[config.mk]
export PLATFORM = sky130hd
export DESIGN_NAME = ls_port_arbiter
export DESIGN_NICKNAME = d
export VERILOG_FILES = /design/src/rtl/ls_port_arbiter.sv
export SDC_FILE = /design/constraint.sdc
export NUM_CORES = 1
export LEC_CHECK = 0
export ABC_AREA = 1
export ABC_CLOCK_PERIOD_IN_PS = 3300
export CORE_AREA = 3 3 380 382
export CTS_CLUSTER_SIZE = 12
export DETAILED_ROUTE_END_ITERATION = 12
export DIE_AREA = 0 0 383 385
export SYNTH_ARGS = -nofsm -noshare
export SYNTH_HDL_FRONTEND = slang
export SYNTH_SLANG_ARGS = --single-unit
[constraint.sdc]
create_clock -name clock -period 3.3 [get_ports clock]
set_input_delay 0.825 -clock clock [delete_from_list [all_inputs] [get_ports clock]]
set_output_delay 0.825 -clock clock [all_outputs]
set_load 0.03 [all_outputs]
[src/rtl/ls_port_arbiter.sv]
// Single-port local store arbiter for the LSU, instruction fetch and DMA requesters.
// LSU has fixed priority; fetch and DMA share round-robin; reads return one cycle after grant.
module ls_port_arbiter #(
    parameter int STARVE_LIMIT = 4
) (
    input  logic         clock,
    input  logic         reset,
    input  logic         flush,
    input  logic         lsu_req,
    input  logic         lsu_we,
    input  logic [14:0]  lsu_addr,
    input  logic [127:0] lsu_wdata,
    output logic [127:0] lsu_rdata,
    output logic         lsu_rvalid,
    input  logic         if_req,
    input  logic [14:0]  if_addr,
    output logic         if_gnt,
    output logic [127:0] if_rdata,
    output logic         if_rvalid,
    input  logic         dma_req,
    input  logic         dma_we,
    input  logic [14:0]  dma_addr,
    input  logic [127:0] dma_wdata,
    output logic         dma_gnt,
    output logic [127:0] dma_rdata,
    output logic         dma_rvalid,
    output logic         ls_wrt_en,
    output logic [14:0]  ls_address,
    output logic [127:0] ls_data_input,
    input  logic [127:0] ls_data_output,
    output logic         lsu_block
);

    localparam int CW = $clog2(STARVE_LIMIT + 1);
    localparam logic [CW-1:0] LIM = CW'(STARVE_LIMIT);

    typedef enum logic [1:0] {RET_NONE, RET_LSU, RET_IF, RET_DMA} ret_e;

    ret_e          ret_sel, ret_nxt;
    logic          rr, rr_nxt;        // 0 = fetch wins next tie, 1 = DMA
    logic [CW-1:0] if_cnt, dma_cnt, if_cnt_nxt, dma_cnt_nxt;
    logic          blk_nxt;
    logic [14:0]   addr_sel;

    always_comb begin
        if_gnt        = 1'b0;
        dma_gnt       = 1'b0;
        rr_nxt        = rr;
        ls_wrt_en     = 1'b0;
        addr_sel      = lsu_addr;
        ls_data_input = lsu_wdata;
        ret_nxt       = RET_NONE;
        if (!reset) begin
            if (lsu_req) begin
                ls_wrt_en = lsu_we;
                ret_nxt   = lsu_we ? RET_NONE : RET_LSU;
            end else if (if_req && dma_req) begin
                if (rr) dma_gnt = 1'b1;
                else    if_gnt  = 1'b1;
                rr_nxt = ~rr;
            end else if (if_req) begin
                if_gnt = 1'b1;
            end else if (dma_req) begin
                dma_gnt = 1'b1;
            end
            if (if_gnt) begin
                addr_sel = if_addr;
                ret_nxt  = RET_IF;
            end
            if (dma_gnt) begin
                addr_sel      = dma_addr;
                ls_data_input = dma_wdata;
                ls_wrt_en     = dma_we;
                ret_nxt       = dma_we ? RET_NONE : RET_DMA;
            end
        end
    end

    // Quadword-aligned: the byte offset within a quadword never reaches the macro.
    assign ls_address = addr_sel & 15'h7FF0;

    always_comb begin
        if_cnt_nxt = if_cnt;
        if (!if_req || if_gnt || flush) if_cnt_nxt = '0;
        else if (if_cnt != LIM)         if_cnt_nxt = if_cnt + CW'(1);

        dma_cnt_nxt = dma_cnt;
        if (!dma_req || dma_gnt)  dma_cnt_nxt = '0;
        else if (dma_cnt != LIM)  dma_cnt_nxt = dma_cnt + CW'(1);

        // Counters clear on grant, so the block drops the cycle after the starved grant.
        blk_nxt = (if_cnt_nxt == LIM) || (dma_cnt_nxt == LIM);
    end

    always_ff @(posedge clock) begin
        if (reset) begin
            ret_sel   <= RET_NONE;
            rr        <= 1'b0;
            if_cnt    <= '0;
            dma_cnt   <= '0;
            lsu_block <= 1'b0;
        end else begin
            ret_sel   <= ret_nxt;
            rr        <= rr_nxt;
            if_cnt    <= if_cnt_nxt;
            dma_cnt   <= dma_cnt_nxt;
            lsu_block <= blk_nxt;
        end
    end

    assign lsu_rvalid = !reset && (ret_sel == RET_LSU);
    assign if_rvalid  = !reset && !flush && (ret_sel == RET_IF);
    assign dma_rvalid = !reset && (ret_sel == RET_DMA);

    assign lsu_rdata = lsu_rvalid ? ls_data_output : '0;
    assign if_rdata  = if_rvalid  ? ls_data_output : '0;
    assign dma_rdata = dma_rvalid ? ls_data_output : '0;

endmodule

# Word-level counts from Yosys, hierarchy flattened
# Index checks and enable logic that the tools add are counted.
[totals]
out_inout_bits = 534
input_bits = 437
register_bits = 10
[classes]
bitwise_logic = 2
muxes = 33
n_reduce_logical = 14
n_eq_ne = 7
n_addsub = 2
[ops]
columns = ["op", "count"]
rows = [
  ["$mux 128", 5],
  ["$mux 15", 3],
  ["$mux 1", 18],
  ["$mux 3", 4],
  ["$add 3x1->3 const B", 2],
  ["$eq 3x3->1 const B", 2],
  ["$mux 2", 3],
  ["$ne 3x3->1 const B", 2],
  ["$logic_and 1x1->1", 5],
  ["$eq 2x2->1 const B", 2],
  ["$logic_not 1->1", 4],
  ["$logic_or 1x1->1", 4],
  ["$eq 2x1->1 const B", 1],
  ["$not 1->1", 2],
  ["$reduce_and 2->1", 1],
]

# Logic depth before layout (Yosys ltp)
[depth]
word_depth = 10
ltp_mapped = 8
ltp_nobuf = 8

# Least setup slack after synthesis
# Ideal clock, no wire load.
[synth_timing]
kind = "input to output"
from = "in reset"
to = "out lsu_rdata[100]"
setup_slack_ns = -0.003
required_ns = 2.475
path_stages = 5
arrival_ns = 2.478
cell_sequence = "nor3_1 inv_1 buf_2 buf_6 nor2_1"
[synth_via]
elab_chain_len = 3
[synth_rtl]
columns = ["item", "line_no", "text"]
rows = [
  ["start: declaration", "7", "input logic reset,"],
  ["$logic_not 1->1", "111", "assign lsu_rvalid = !reset && (ret_sel == RET_LSU);"],
  ["$logic_and 1x1->1", "111", ""],
  ["$mux 128", "115", "assign lsu_rdata = lsu_rvalid ? ls_data_output : '0;"],
  ["end: declaration", "13", "output logic [127:0] lsu_rdata,"],
]
# Every way passes these cells.

# Worst setup path after layout
[layout_timing]
from = "in reset"
to = "out if_rdata[105]"
[layout_via]
elab_chain_len = 4
[layout_rtl]
columns = ["item", "line_no", "text"]
rows = [
  ["$logic_not 1->1", "112", "assign if_rvalid = !reset && !flush && (ret_sel == RET_IF);"],
  ["$logic_and 1x1->1 (2 in a row)", "112", ""],
  ["$mux 128", "116", "assign if_rdata = if_rvalid ? ls_data_output : '0;"],
  ["end: declaration", "18", "output logic [127:0] if_rdata,"],
]
# Every way passes these cells.

==> run summary <==
Port Buffer Count = 954
Inserted Clock Buffers = 3
final worst-path setup slack = 22.36 ps
internal power = 0.001382 W
Total GRT Usage = 12.90%
Clock power frac = 8.3%
via count = 11,370
Worst EP required = 2470 ps
Synthesis Warnings = 0
WP data arrival = 2450 ps
Die X = 383 um
I/O pins = 971
cell count after synthesis = 1,133
drt wl/cell = 26.04 um
DIE AREA = 0.1475 mm2
min-delay src = rr$_SDFFE_PP0P_
Logic pwr share = 86.8%
Reg clk slew, reported paths = 40 ps
Final Setup Violations = 0
commonest non-fill, non-tap cells in the layout = clkdlybuf4s50_1 (424), buf_12 (413), nand2_1 (363), nor2_1 (267), buf_4 (163)
first-pass GRT wire length = 122,000 um
initial drt markers = 782
Area after DPL = 0.02054 mm2
Sink Count = 10
R2R Path Start = dma_cnt[0]$_SDFF_PP0_
Synth area leaders = nand2_1 (33%), nor2_1 (31%), inv_1 (13%)
static leakage = 9.433 nW
Worst-Skew Late Latency = 240 ps
clk root buf = clkbuf_16
most common cell after layout, fill and taps aside = clkdlybuf4s50_1
area leader, netlist = nand2_1
vias in the first global route = 10,690
Setup WS pre-CTS = -354.0 ps
Remaining Overflow, GRT = 0
Final #Nets = 2,531
TritonCTS clock tree = yes
PwrDens = 120.3 mW/mm2
top routing layer used = met5
EDFF count, synth = 0
Rows = 138
Yosys cell types = 20
Hold Path Stages = 2
Final Slew Violations = 0
antenna violations before repair = 75
mapped cell area = 0.004748 mm2
Final ANT Viol Nets = 0
Hold EP = rr$_SDFFE_PP0P_
crit path kind = input pin to primary output
Remaining DRCs = 0
met3 WL post-DR = 10,290 um
CORE AREA = 0.1414 mm2
DRT met1 WL = 37,200 um
Hold Crit Class = flop to flop
worst r2r dst = lsu_block$_SDFF_PP0_
vias per inst = 2.854
Initial Util = 3.358%
relative slew slack = 60.64%
flop2flop setup slack = 2070 ps
Synth-to-Final Area Change = 356.9%
layout cells sized above 1 = 38.36%
sequential group share of total power = 4.9%
Final Hold Vio Count = 0
Worst Clk Skew = 0.7863 ps
largest net degree at the start of global routing = 75
area share of the largest cell type after synthesis = 33.04%
Finished Cell Area = 0.02169 mm2
DR pass1 iterations = 5
met2 WL post-DR = 53,360 um
H-tree depth = 1
worst-path maximum fanout = 21
sequential share of the synthesized area = 4.216%
Tcrit/Tclk final = 99.32%
Async SR Flop Fraction = 0%
actual slew at the worst max-slew pin = 589.7 ps
FF-to-FF path depth = 7
RSZ-0062 raised after global routing = yes
Primary FF master, synth = dfxtp_1
status = finished, final reports clean
Synth Register Bits = 10
Crit. End Element = primary output
Synth Area per Inst = 4.191 um2
Sw Pwr = 0.001228 W
wirelength, routed = 103,800 um
Peak supply drop = 88.23 uV
Max Cap Violations = 0
hold buffer count at CTS = 0
switching share of power = 47.05%
chip height = 385 um
fin crit period = 3278 ps
Worst setup SP type = input pin
clock tree buffer depth = 2
GP Congestion = 0.9317
Detailed Place HPWL = 94,540 um
maximum clock frequency = 305.1 MHz
## power by group through the flow
stage | Clock, W | Sequential, W | Combinational [W]
6_report | 0.000216 | 0.000128 | 0.00227
5_1_grt | 0.000222 | 0.000129 | 0.00237
4_1_cts | 0.000217 | 0.000128 | 0.00225
3_5_place_dp | 0 | 0.000130 | 0.00221
3_3_place_gp | 0 | 0.000130 | 0.00220
2_1_floorplan | 0 | 0.000129 | 0.000695
## cell usage after synthesis (2+ instances only)
| cell | n |
|---|---|
| nand4_1 | 3 |
| a21oi_1 | 24 |
| nor2_1 | 392 |
| clkbuf_1 | 9 |
| ha_1 | 4 |
| nor3_1 | 5 |
| o21ai_0 | 13 |
| buf_6 | 10 |
| nand2_1 | 418 |
| dfxtp_1 | 10 |
| nand3_1 | 16 |
| inv_2 | 2 |
| inv_1 | 159 |
| buf_2 | 46 |
| buf_4 | 17 |
## worst max path at each step
stage / from / end / cells after the start
2_1_floorplan: reset / dma_rdata[107] / 5
4_1_cts: dma_req / ls_data_input[17] / 10
3_3_place_gp: dma_req / ls_data_input[88] / 10
3_5_place_dp: dma_req / ls_data_input[88] / 10
5_1_grt: if_req / ls_data_input[73] / 8
6_report: reset / if_rdata[105] / 8
## metal layers
| metal | vias up | track usage, % |
|---|---|---|
| li1 | 5165 | - |
| met1 | 5256 | 14.01 |
| met2 | 731 | 24.24 |
| met3 | 177 | 4.806 |
| met4 | 44 | 1.648 |
| met5 | - | 0 |
## critical path, cell delays in order
cell	delay, ps
clkdlybuf4s50_1	460
inv_2	110
buf_4	110
nand4_1	120
buf_12	200
buf_12	180
nor2_1	240
buf_12	160
## cells by family (layout without fill, tap and decap cells)
group	Yosys count	count (layout)	share of synthesized area (%)
DFF	10	10	4.216
AOI/OAI and AO/OA	38	38	4.032
buffers and inverters	243	1195	23.35
other	1	11	0.07898
adders and majority gates	4	4	1.054
and+or+nand+nor	836	836	67.09
xor gates and xnor gates	1	1	0.1845
## state kept, by name, summed over array words and instances (netlist names)
register   count
dma_cnt        3
if_cnt         3
lsu_block      1
ret_sel        2
rr             1
## per-stage QoR
stage	hold slack (ps)	total power, W	setup TNS (ps)	cells	util, %
after CTS	548.0	0.002594	-1854	3967	14.86
after detailed placement	540.0	0.002338	-35670	3962	14.53
after global routing	592.8	0.002717	-1410	3979	15.33
final	547.5	0.002610	0	3985	15.34
after floorplan	495.0	0.0008246	0	1136	-
after global placement	518.0	0.002329	-28880	3962	14.53
## timing repair
item / in CTS / in global routing
buffers inserted: 0 / 1
setup endpoints to repair: 314 / 274
gates resized for setup: 117 / 134
cloned: 2 / 10
## final cells by class
cell class | count | area [um2]
clock buffer | 3 | 75.07
timing repair buffer | 1031 | 14310
sequential | 10 | 200.2
multi-input combinational | 883 | 4070
inverter | 161 | 651.9
fill | 15950 | 119700
antenna | 7 | 17.52
tap | 1890 | 2365
No activity file was read; power rests on OpenSTA's default activity.
